[src/rtl/display_pkg.sv]
`default_nettype none
// ============================================================================
// Module      : display_pkg
// Description : Shared encodings for the four-digit display scan datapath.
//               Defines digit-select codes, source-select codes and the
//               source FSM state type.
// Revision    : 1.0 - initial release
// ============================================================================
package display_pkg;

  // Digit select codes, in scan order.
  localparam logic [1:0] DIG_SIGN = 2'b00;
  localparam logic [1:0] DIG_HUND = 2'b01;
  localparam logic [1:0] DIG_TENS = 2'b10;
  localparam logic [1:0] DIG_UNIT = 2'b11;

  // Source select codes.
  localparam logic SRC_INPUT  = 1'b0;
  localparam logic SRC_RESULT = 1'b1;

  // The state encoding is the source-select value itself, so the select
  // output is the state register with no decode.
  typedef enum logic [0:0] {
    SHOW_INPUT  = SRC_INPUT,
    SHOW_RESULT = SRC_RESULT
  } src_state_e;

endpackage : display_pkg
`default_nettype wire

[src/rtl/display_scan_controller_if.sv]
`default_nettype none
// ============================================================================
// Module      : display_scan_if
// Description : Event/data/select bundle of the display scan controller.
//               master : calculator side, drives pulses and digit data,
//                        observes selects and blanking.
//               slave  : scan controller, consumes pulses and data,
//                        drives selects, blank and scan tick.
//               Signals: entry_event, result_valid, clear (1-cycle pulses);
//                        ab_msd[3:0], alu_out_hi[7:0], input_sign, alu_sign;
//                        four_to_one_sel[1:0], two_to_one_sel, digit_blank,
//                        scan_tick.
// Revision    : 1.0 - initial release
// ============================================================================
interface display_scan_if;

  logic       entry_event;
  logic       result_valid;
  logic       clear;
  logic [3:0] ab_msd;
  logic [7:0] alu_out_hi;
  logic       input_sign;
  logic       alu_sign;
  logic [1:0] four_to_one_sel;
  logic       two_to_one_sel;
  logic       digit_blank;
  logic       scan_tick;

  modport master (
    output entry_event, result_valid, clear, ab_msd, alu_out_hi,
           input_sign, alu_sign,
    input  four_to_one_sel, two_to_one_sel, digit_blank, scan_tick
  );

  modport slave (
    input  entry_event, result_valid, clear, ab_msd, alu_out_hi,
           input_sign, alu_sign,
    output four_to_one_sel, two_to_one_sel, digit_blank, scan_tick
  );

endinterface : display_scan_if
`default_nettype wire

[src/rtl/scan_prescaler.sv]
`default_nettype none
// ============================================================================
// Module      : scan_prescaler
// Description : Modulo-TICK_DIV free-running counter.
//               clk   : system clock
//               reset : synchronous active-high reset (count -> 0)
//               count : current count, 0..TICK_DIV-1
//               tick  : high while count == TICK_DIV-1
// Revision    : 1.0 - initial release
// ============================================================================
module scan_prescaler #(
  parameter int TICK_DIV = 100000,
  parameter int CNT_W    = (TICK_DIV > 1) ? $clog2(TICK_DIV) : 1
) (
  input  logic             clk,
  input  logic             reset,
  output logic [CNT_W-1:0] count,
  output logic             tick
);

  localparam logic [CNT_W-1:0] LAST = CNT_W'(TICK_DIV - 1);

  logic [CNT_W-1:0] count_q;
  logic [CNT_W-1:0] count_d;

  always_comb begin
    count_d = count_q + CNT_W'(1);
    if (count_q == LAST) begin
      count_d = '0;
    end
  end

  always_ff @(posedge clk) begin
    if (reset) begin
      count_q <= '0;
    end else begin
      count_q <= count_d;
    end
  end

  assign count = count_q;
  assign tick  = (count_q == LAST);

endmodule : scan_prescaler
`default_nettype wire

[src/rtl/display_scan_controller.sv]
`default_nettype none
// ============================================================================
// Module      : display_scan_controller
// Description : Four-digit multiplexed 7-segment scan sequencer.
//               Steps the digit select (sign, hundreds, tens, units) once per
//               TICK_DIV cycles, picks operand-entry or ALU-result source
//               with a two-state FSM, and blanks the current digit for dead
//               time, leading zeros and a positive sign.
//               clk   : system clock
//               reset : synchronous active-high reset
//               bus   : display_scan_if.slave (pulses, digit data, selects,
//                       digit_blank, scan_tick)
// Revision    : 1.0 - initial release
// ============================================================================
module display_scan_controller
  import display_pkg::*;
#(
  parameter int TICK_DIV    = 100000,
  parameter int DEAD_CYCLES = 1000
) (
  input  logic                 clk,
  input  logic                 reset,
  display_scan_if.slave        bus
);

  localparam int CNT_W = (TICK_DIV > 1) ? $clog2(TICK_DIV) : 1;

  logic [CNT_W-1:0] count;
  logic             tick;

  scan_prescaler #(
    .TICK_DIV (TICK_DIV),
    .CNT_W    (CNT_W)
  ) u_prescaler (
    .clk   (clk),
    .reset (reset),
    .count (count),
    .tick  (tick)
  );

  // ---------------------------------------------------------------- digit
  logic [1:0] sel_q;
  logic [1:0] sel_d;

  // 2-bit increment wraps units back to sign on its own.
  always_comb begin
    sel_d = sel_q;
    if (tick) begin
      sel_d = sel_q + 2'd1;
    end
  end

  // ---------------------------------------------------------------- source FSM
  src_state_e state_q;
  src_state_e state_d;

  always_comb begin
    state_d = state_q;
    if (bus.clear) begin
      state_d = SHOW_INPUT;
    end else if (bus.result_valid) begin
      state_d = SHOW_RESULT;
    end else if (bus.entry_event && (state_q == SHOW_RESULT)) begin
      state_d = SHOW_INPUT;
    end
  end

  always_ff @(posedge clk) begin
    if (reset) begin
      sel_q   <= DIG_SIGN;
      state_q <= SHOW_INPUT;
    end else begin
      sel_q   <= sel_d;
      state_q <= state_d;
    end
  end

  // ---------------------------------------------------------------- blanking
  logic       in_dead;
  logic [3:0] hund;
  logic [3:0] tens;
  logic       sign;
  logic       blank;

  // With no dead time the comparison disappears entirely rather than
  // comparing an unsigned count against zero.
  if (DEAD_CYCLES > 0) begin : g_dead
    localparam logic [CNT_W-1:0] DEAD_LIM = CNT_W'(DEAD_CYCLES);
    assign in_dead = (count < DEAD_LIM);
  end else begin : g_no_dead
    assign in_dead = 1'b0;
  end

  always_comb begin
    hund = 4'd0;
    tens = bus.ab_msd;
    sign = bus.input_sign;
    if (state_q == SHOW_RESULT) begin
      hund = bus.alu_out_hi[7:4];
      tens = bus.alu_out_hi[3:0];
      sign = bus.alu_sign;
    end
  end

  // Units digit is never zero-suppressed; tens is only suppressed when the
  // hundreds digit is also zero, so interior zeros stay visible.
  always_comb begin
    blank = in_dead;
    unique case (sel_q)
      DIG_SIGN: if (!sign)                          blank = 1'b1;
      DIG_HUND: if (hund == 4'd0)                   blank = 1'b1;
      DIG_TENS: if ((hund == 4'd0) && (tens == 4'd0)) blank = 1'b1;
      default:  ;
    endcase
  end

  assign bus.four_to_one_sel = sel_q;
  assign bus.two_to_one_sel  = state_q;
  assign bus.digit_blank     = blank;
  assign bus.scan_tick       = tick;

endmodule : display_scan_controller
`default_nettype wire

[src/flat_wrapper.sv]
// flat-port wrapper written by rule: the top's interface ports become plain ports
module display_scan_controller_flat import display_pkg::*;
#(
  parameter int TICK_DIV    = 100000,
  parameter int DEAD_CYCLES = 1000
)
  (clk, reset, bus_entry_event, bus_result_valid, bus_clear, bus_ab_msd, bus_alu_out_hi, bus_input_sign, bus_alu_sign, bus_four_to_one_sel, bus_two_to_one_sel, bus_digit_blank, bus_scan_tick);
  display_scan_if bus_i ();
  input  logic clk;
  input  logic reset;
  input wire logic [$bits(bus_i.entry_event)-1:0] bus_entry_event;
  input wire logic [$bits(bus_i.result_valid)-1:0] bus_result_valid;
  input wire logic [$bits(bus_i.clear)-1:0] bus_clear;
  input wire logic [$bits(bus_i.ab_msd)-1:0] bus_ab_msd;
  input wire logic [$bits(bus_i.alu_out_hi)-1:0] bus_alu_out_hi;
  input wire logic [$bits(bus_i.input_sign)-1:0] bus_input_sign;
  input wire logic [$bits(bus_i.alu_sign)-1:0] bus_alu_sign;
  output wire logic [$bits(bus_i.four_to_one_sel)-1:0] bus_four_to_one_sel;
  output wire logic [$bits(bus_i.two_to_one_sel)-1:0] bus_two_to_one_sel;
  output wire logic [$bits(bus_i.digit_blank)-1:0] bus_digit_blank;
  output wire logic [$bits(bus_i.scan_tick)-1:0] bus_scan_tick;
  assign bus_i.entry_event = bus_entry_event;
  assign bus_i.result_valid = bus_result_valid;
  assign bus_i.clear = bus_clear;
  assign bus_i.ab_msd = bus_ab_msd;
  assign bus_i.alu_out_hi = bus_alu_out_hi;
  assign bus_i.input_sign = bus_input_sign;
  assign bus_i.alu_sign = bus_alu_sign;
  assign bus_four_to_one_sel = bus_i.four_to_one_sel;
  assign bus_two_to_one_sel = bus_i.two_to_one_sel;
  assign bus_digit_blank = bus_i.digit_blank;
  assign bus_scan_tick = bus_i.scan_tick;
  display_scan_controller #(.TICK_DIV(TICK_DIV), .DEAD_CYCLES(DEAD_CYCLES)) u_core (.clk(clk), .reset(reset), .bus(bus_i));
endmodule
[config.mk]
export PLATFORM = sky130hd
export DESIGN_NAME = display_scan_controller_flat
export DESIGN_NICKNAME = d
export VERILOG_FILES = /design/src/rtl/display_pkg.sv /design/src/rtl/display_scan_controller_if.sv /design/src/rtl/scan_prescaler.sv /design/src/rtl/display_scan_controller.sv /design/src/flat_wrapper.sv
export SDC_FILE = /design/constraint.sdc
export NUM_CORES = 1
export LEC_CHECK = 0
export ABC_AREA = 1
export ABC_CLOCK_PERIOD_IN_PS = 1600
export BUFFER_PORTS_ARGS = -buffer_cell sky130_fd_sc_hd__buf_2
export CAP_MARGIN = 20
export CELL_PAD_IN_SITES_DETAIL_PLACEMENT = 0
export CELL_PAD_IN_SITES_GLOBAL_PLACEMENT = 1
export CORE_ASPECT_RATIO = 1.75
export CORE_UTILIZATION = 25
export CTS_CLUSTER_DIAMETER = 60
export DETAILED_ROUTE_END_ITERATION = 16
export MAX_ROUTING_LAYER = met4
export PLACE_DENSITY = 0.55
export SKIP_CTS_REPAIR_TIMING = 1
export SLEW_MARGIN = 25
export SYNTH_ARGS = -nofsm -noshare
export SYNTH_HDL_FRONTEND = slang
export SYNTH_SLANG_ARGS = --single-unit
export TNS_END_PERCENT = 1
[constraint.sdc]
create_clock -name clk -period 1.6 [get_ports clk]
set_input_delay 0.32 -clock clk [delete_from_list [all_inputs] [get_ports clk]]
set_output_delay 0.32 -clock clk [all_outputs]
set_load 0.005 [all_outputs]
== Word level (Yosys, flattened, before mapping) ==
Cells that the tools add are included.
Operators by class
  order comparisons: 1
  multiplexer cells: 9
  equality and inequality tests: 3
  reductions and logical operators: 8
  add/subtract/negate cells: 2
Operators by type and width (count)
  17-bit by 1-bit adder with 17-bit output (second input constant): 1
  17-bit == test (second input constant): 1
  17-bit by 10-bit < comparator with 1-bit output (second input constant): 1
  4-bit zero test: 2
  4-bit two-way mux: 2
  1-bit two-way mux: 6
  2-bit OR reduction: 2
  1-bit one-hot mux with 3 select lines: 1
  2-bit by 1-bit adder with 2-bit output (second input constant): 1
  2-bit by 1-bit == test with 1-bit output (second input constant): 1
  2-bit == test (second input constant): 1
  1-bit logical AND: 2
  2-bit zero test: 1
  2-bit nonzero test: 1
Storage, ports and cells
  bits in registers: 20
  word-level logic and storage cells: 26
  output and inout bits: 5

== Longest topological paths before layout ==
Gate-level depths: netlist of the first run.
  word-level depth: 5
  depth in mapped cells: 9

== Modules after synthesis ==
A second synthesis of the first run with hierarchy kept.
Unflattened totals
  cell total of the unflattened synthesis: 196
  area, all modules: 1258.7 um^2
By module, submodules not included
  scan_prescaler: area an instance 948.4 um^2, times used 1, cells each 140
  display_scan_controller: area an instance 310.3 um^2, times used 1, cells each 56

== Worst setup path after synthesis of the first run ==
Ideal clock, no wire load.
  path kind: reg2reg
  from: register u_core.u_prescaler.count_q[0] (netlist: u_core.u_prescaler.count[0])
  to: register u_core.u_prescaler.count_q[4] (netlist: u_core.u_prescaler.count[4])
  path slack: 0.234 ns
  path buffers: 1
  cell stages (with the launch flop): 10
  arrival time: 1.246 ns
  path through: dfxtp_1 > ha_1 > nand2_2 > clkinv_1 > nand3_2 > nor2_4 > nand2b_4 > nand2_4 > buf_12 > a21oi_2
Between the ends
  cells in the longest elaborated chain, start to end: 2
  elaborated cells between the ends (all ways): 3
  those cells by class: add/sub: 1; eq/ne: 1; reduce/logical: 1
Ends and longest elaborated chain
  start, declared: RTL line scan_prescaler.sv:23  | logic [CNT_W-1:0] count_q;
  start signal, assigned: RTL line scan_prescaler.sv:37  | count_q <= count_d;
  parallel branches: the longest is 2 deep, another holds 17-bit by 1-bit adder with 17-bit output
Several ways; the timed one is not identified.
A chain may end at the register's enable or synchronous reset.

== Final worst setup path of the first run ==
  from: register u_core.u_prescaler.count_q[8] (netlist: u_core.u_prescaler.count[8])
  to: output bus_scan_tick
Between the ends
  cells in the longest elaborated chain, start to end: 1
Ends and longest elaborated chain
  17-bit == test: RTL line scan_prescaler.sv:42  | assign tick = (count_q == LAST);
  end, declared: RTL line flat_wrapper.sv:21  | output wire logic [$bits(bus_i.scan_tick)-1:0] bus_scan_tick;
Every way passes these cells.

==> results of run 1 <==
[power by group through the flow]
stage,Clock (mW),Combinational [mW],Sequential [mW]
5_1_grt,0.549,0.0759,0.511
6_report,0.518,0.0639,0.510
4_1_cts,0.534,0.0636,0.511
3_5_place_dp,0,0.0633,0.522
3_3_place_gp,0,0.0621,0.522
2_1_floorplan,0,0.0367,0.522
[layout make-up]
type	instances	area, um2	area share [%]
clock buffers	3	41.3	2.58
clock inverters	1	30.0	1.87
inverters	23	86.3	5.39
well taps	52	65.1	4.06
repair buffers	35	213	13.3
multi-input cells	131	746	46.6
flip-flops and latches	20	420	26.2
[metal layers]
layer	vias to the layer above	share of wire [%]	global-route usage, %
li1	632	-	-
met1	538	36	12.5
met2	26	56	26.4
met3	6	3.2	2.10
met4	0	3.9	7.48
met5	-	0	-
[critical path, stage by stage, from the launching register on]
cell	delay [ps]
dfxtp_2	340
buf_6	110
nor2_1	90
nand4_1	200
nor3_4	250
buf_2	140
[registers in the layout, summed over array words and instances, names as in the netlist]
register,cells
u_core.bus.two_to_one_sel,1
u_core.bus.four_to_one_sel,2
u_core.u_prescaler.count,17
[path summary, 6_finish.rpt]
path / slack, ps / depth (start not counted) / endpoint / from
max: -120 / 5 / bus_scan_tick / u_core.u_prescaler.count[8]
min: 200 / 2 / u_core.bus.two_to_one_sel / bus_clear
max reg2reg: 130 / 8 / u_core.u_prescaler.count[11] / u_core.u_prescaler.count[0]
min reg2reg: 420 / 1 / u_core.u_prescaler.count[0] / u_core.u_prescaler.count[0]
[through the flow]
stage	power [mW]	TNS (ps)	instance area, um2	hold WS [ps]
6_report	1.09	-201	1600	200
5_1_grt	1.14	-390	1600	199
4_1_cts	1.11	-467	1520	202
3_5_place_dp	0.586	0	1450	445
3_3_place_gp	0.584	0	1450	438
2_1_floorplan	0.558	0	1210	392
[Yosys cell counts]
master,number
a21boi_0,1
a21oi_1,6
a21oi_2,6
a31oi_1,1
and2_4,1
buf_12,1
clkinv_1,1
dfxtp_1,20
ha_1,4
inv_1,19
inv_2,3
nand2_1,37
nand2_2,1
nand2_4,1
nand2b_4,1
nand3_1,11
nand3_2,1
nand4_1,6
nor2_1,32
nor2_2,7
nor2_4,1
nor3_1,4
nor3_2,2
o21ai_0,5
or2_0,1
xor2_1,1
xor2_2,1
[logic make-up (layout without fill, tap and decap cells)]
| kind of cell | count (synthesis) | count (layout) | share of synthesized area [%] |
|---|---|---|---|
| compound gates | 19 | 19 | 10.1 |
| xor+xnor | 2 | 2 | 2.08 |
| simple gates | 106 | 106 | 41.7 |
| fa+ha+maj | 4 | 4 | 4.15 |
| flops | 20 | 20 | 33.2 |
| buf+inv | 24 | 62 | 8.82 |
==> impl_metrics.tcl, run 1 <==
set metrics [dict create \
    synth_nets 198 \
    fmax_mhz 581 \
    wl_per_cell_um 12.0 \
    critPathMaxFanout 3 \
    area_growth_syn_to_layout_pct 32.8 \
    required_ps 1280 \
    cts_tree "done" \
    p_clk_share_pct 47.5 \
    peakVddDrop_v 0.000353 \
    p_sw_uw 223 \
    finalWeightedCongestion 0.860 \
    cts_sinks 20 \
    syn_area_um2 1210 \
    status "finished, violations left" \
    layout_setup_ws_ps -120 \
    rows 33 \
    ant_nets 0 \
    routed_wl_um 3190 \
    startpoint_type "register" \
    powerDensity_nw_per_um2 682 \
    yosys_warnings 0 \
    clk_latency_ps 260 \
    avgSynthCellArea_um2 6.89 \
    worstPathArrival_ps 1400 \
    place_hpwl_um 2650 \
    num_vias 1202 \
    synthCells 175 \
    grt_max_degree 17 \
    die_h_um 93.9 \
    drv_slew 0 \
    ys_types 27 \
    synth_top_cell_by_area "dfxtp_1" \
    diodes 0 \
    cts_buffers 3 \
    drt_first_pass_iters 4 \
    tightest_slew_ps 313 \
    ios 24 \
    grt-ovfl-total 0 \
    port_buffers 23 \
    die_area_um2 5120 \
    crit_path_end_kind "output port" \
    core_area_um2 4670 \
    max_cap_violations 0 \
    rsz0062_at_grt "true" \
    fin_cells 265 \
    p_int_uw 869 \
    synth.top_cell.area_share_pct 33.2 \
    die_x_um 54.5 \
    sw_frac_of_total_pct 20.4 \
    layout_commonest_cell "nand2_1" \
    comb_power_share_pct 5.8 \
    fin_crit_sh_pct 108 \
    root_buffer "clkbuf_8" \
    leakage_nw 0.641 \
    skew_ps 7.11 \
    grt.total_usage_pct 14.1 \
    dr.first_iter.drc_count 7 \
    htree_num_levels 1 \
    drive_gt1_share_pct 39.9 \
    synthTopCellsByArea "dfxtp_1 (33%), nand2_1 (12%), nor2_1 (10%)" \
    final_cell_mix "nand2_1 (37), nor2_1 (26), buf_2 (23)" \
    place_ws_ps 26.4 \
    max_slew_margin_pct 79.0 \
    fillerInstances 521 \
    via_per_inst 4.54 \
    grt_pass1_wl_um 4930 \
    antenna_found_initial 0 \
    start_util_pct 25.9 \
    violations "setup timing" \
    final_core_util_pct 34.3 \
    grt_pass1_vias 1107 \
    ys_ff_latch 20 \
    hold_viol 0 \
    hold_path.class "in2reg" \
    fin_nets 237 \
    critical_path_class "reg2out" \
    p_seq_share_pct 46.7 \
    drc 0 \
    ys_seq_area_share_pct 33.2 \
    period_needed_ps 1720 \
    setup_violations 2 \
    clkSlewWorstSetupHoldPaths_ps 80 \
    dp.cells 260 \
    cts_buffer_depth 2 \
]
(Power assumes the default switching activity.)
==> run 2, diff against run 1 <==
- TNS_END_PERCENT: 1 -> default
==> run 2 against run 1 <==
  * The flow still finishes with violations (setup timing)
  * Count of clock-buffer cells in the layout is the same
  * Largest power group unchanged
  * Critical path depth is the same
  * Global-route usage is the same
  * Worst hold slack is essentially flat
==> impl_metrics.tcl, run 2 (synthesis gave the netlist of run 1 again) <==
set metrics [dict create \
    status "finished, violations left" \
    violations "setup timing" \
    rsz0062_at_grt "true" \
    largest_register_ff_count 17 \
    fillerInstances 521 \
    max_cap_violations 0 \
    crit_path_end_kind "output port" \
    fin_nets 237 \
    seq_area_um2 420 \
    die_area_um2 5120 \
    hold_path.class "in2reg" \
    via_per_inst 4.54 \
    layout_commonest_cell "nand2_1" \
    critical_path_class "reg2out" \
    ant_nets 0 \
    skew_ps 7.09 \
    multi_input_area_um2 746 \
    clk_latency_ps 260 \
    rows 33 \
    final_core_util_pct 34.3 \
    startpoint_type "register" \
    grt_pass1_wl_um 4930 \
    place_hpwl_um 2650 \
    period_needed_ps 1720 \
    die_x_um 54.5 \
    grt_util_met3_pct 2.10 \
    peakVddDrop_v 0.000353 \
    ios 24 \
    max_slew_margin_pct 79.0 \
    final_cell_mix "nand2_1 (37), nor2_1 (26), buf_2 (23)" \
    drv_slew 0 \
    cts_buffers 3 \
    routed_wl_um 3190 \
    root_buffer "clkbuf_8" \
    grt_max_degree 17 \
    fmax_mhz 581 \
    die_h_um 93.9 \
    grt.total_usage_pct 14.1 \
    area_growth_syn_to_layout_pct 32.8 \
    clkSlewWorstSetupHoldPaths_ps 80 \
    grt_pass1_vias 1107 \
    critPathMaxFanout 3 \
    tightest_slew_ps 313 \
    leakage_nw 0.641 \
    diodes 0 \
    cts_tree "done" \
    grt.busiest_layer "met2" \
    dr.first_iter.drc_count 10 \
    drt_first_pass_iters 4 \
    drc 0 \
    hold_viol 0 \
    setup_tns_ps -201 \
    grt-ovfl-total 0 \
    cts_buffer_depth 2 \
    htree_num_levels 1 \
    port_buffers 23 \
    fin_crit_sh_pct 108 \
    setup_violations 2 \
    start_util_pct 25.9 \
    gr-usage-met2_pct 26.4 \
    num_vias 1202 \
    drive_gt1_share_pct 39.9 \
    wl_per_cell_um 12.0 \
    powerDensity_nw_per_um2 682 \
    required_ps 1280 \
    worstPathArrival_ps 1400 \
    layout_setup_ws_ps -120 \
    cts_sinks 20 \
    core_area_um2 4670 \
    antenna_found_initial 0 \
    place_ws_ps 26.4 \
    finalWeightedCongestion 0.860 \
    grt_use_met1_pct 12.5 \
]
## run 2: cell counts in the layout (fill, tap and decap cells not counted)
Identical to the previous run, type by type.
## run 2: through the flow
step	hold slack, ps	cell area (um2)	power (mW)	std cells
4_1_cts	202	1520	1.11	264
3_3_place_gp	438	1450	0.584	260
2_1_floorplan	392	1210	0.558	175
3_5_place_dp	445	1450	0.586	260
5_1_grt	199	1600	1.14	265
6_report	200	1600	1.09	265
## run 2: area by class of cell
class | instances | area share, %
flip-flops and latches | 20 | 26.2
repair buffers | 35 | 13.3
clock buffers | 3 | 2.58
well taps | 52 | 4.06
clock inverters | 1 | 1.87
multi-input cells | 131 | 46.6
inverters | 23 | 5.39
## run 2: power breakdown
| part | internal, mW | switching [mW] | leakage (nW) |
|---|---|---|---|
| Sequential | 0.504 | 0.00585 | 0.169 |
| Combinational | 0.0311 | 0.0328 | 0.436 |
| Clock | 0.334 | 0.185 | 0.0357 |
## run 2: path summary, 6_finish.rpt
path	start	endpoint	slack, ps	depth (start not counted)
min reg2reg	u_core.u_prescaler.count[0]	u_core.u_prescaler.count[0]	420	1
max reg2reg	u_core.u_prescaler.count[0]	u_core.u_prescaler.count[11]	130	8
min	bus_clear	u_core.bus.two_to_one_sel	200	2
max	u_core.u_prescaler.count[8]	bus_scan_tick	-120	5
## run 2: per-layer routing
layer / up-vias / wire [um]
met3: 6 / 102
met4: 0 / 126
li1: 632 / -
met5: - / 0
met2: 26 / 1800
met1: 538 / 1160
## run 2: worst max-delay path, stage by stage (launching register included)
cell	delay, ps
dfxtp_2	340
buf_6	110
nor2_1	90
nand4_1	200
nor3_4	250
buf_2	140
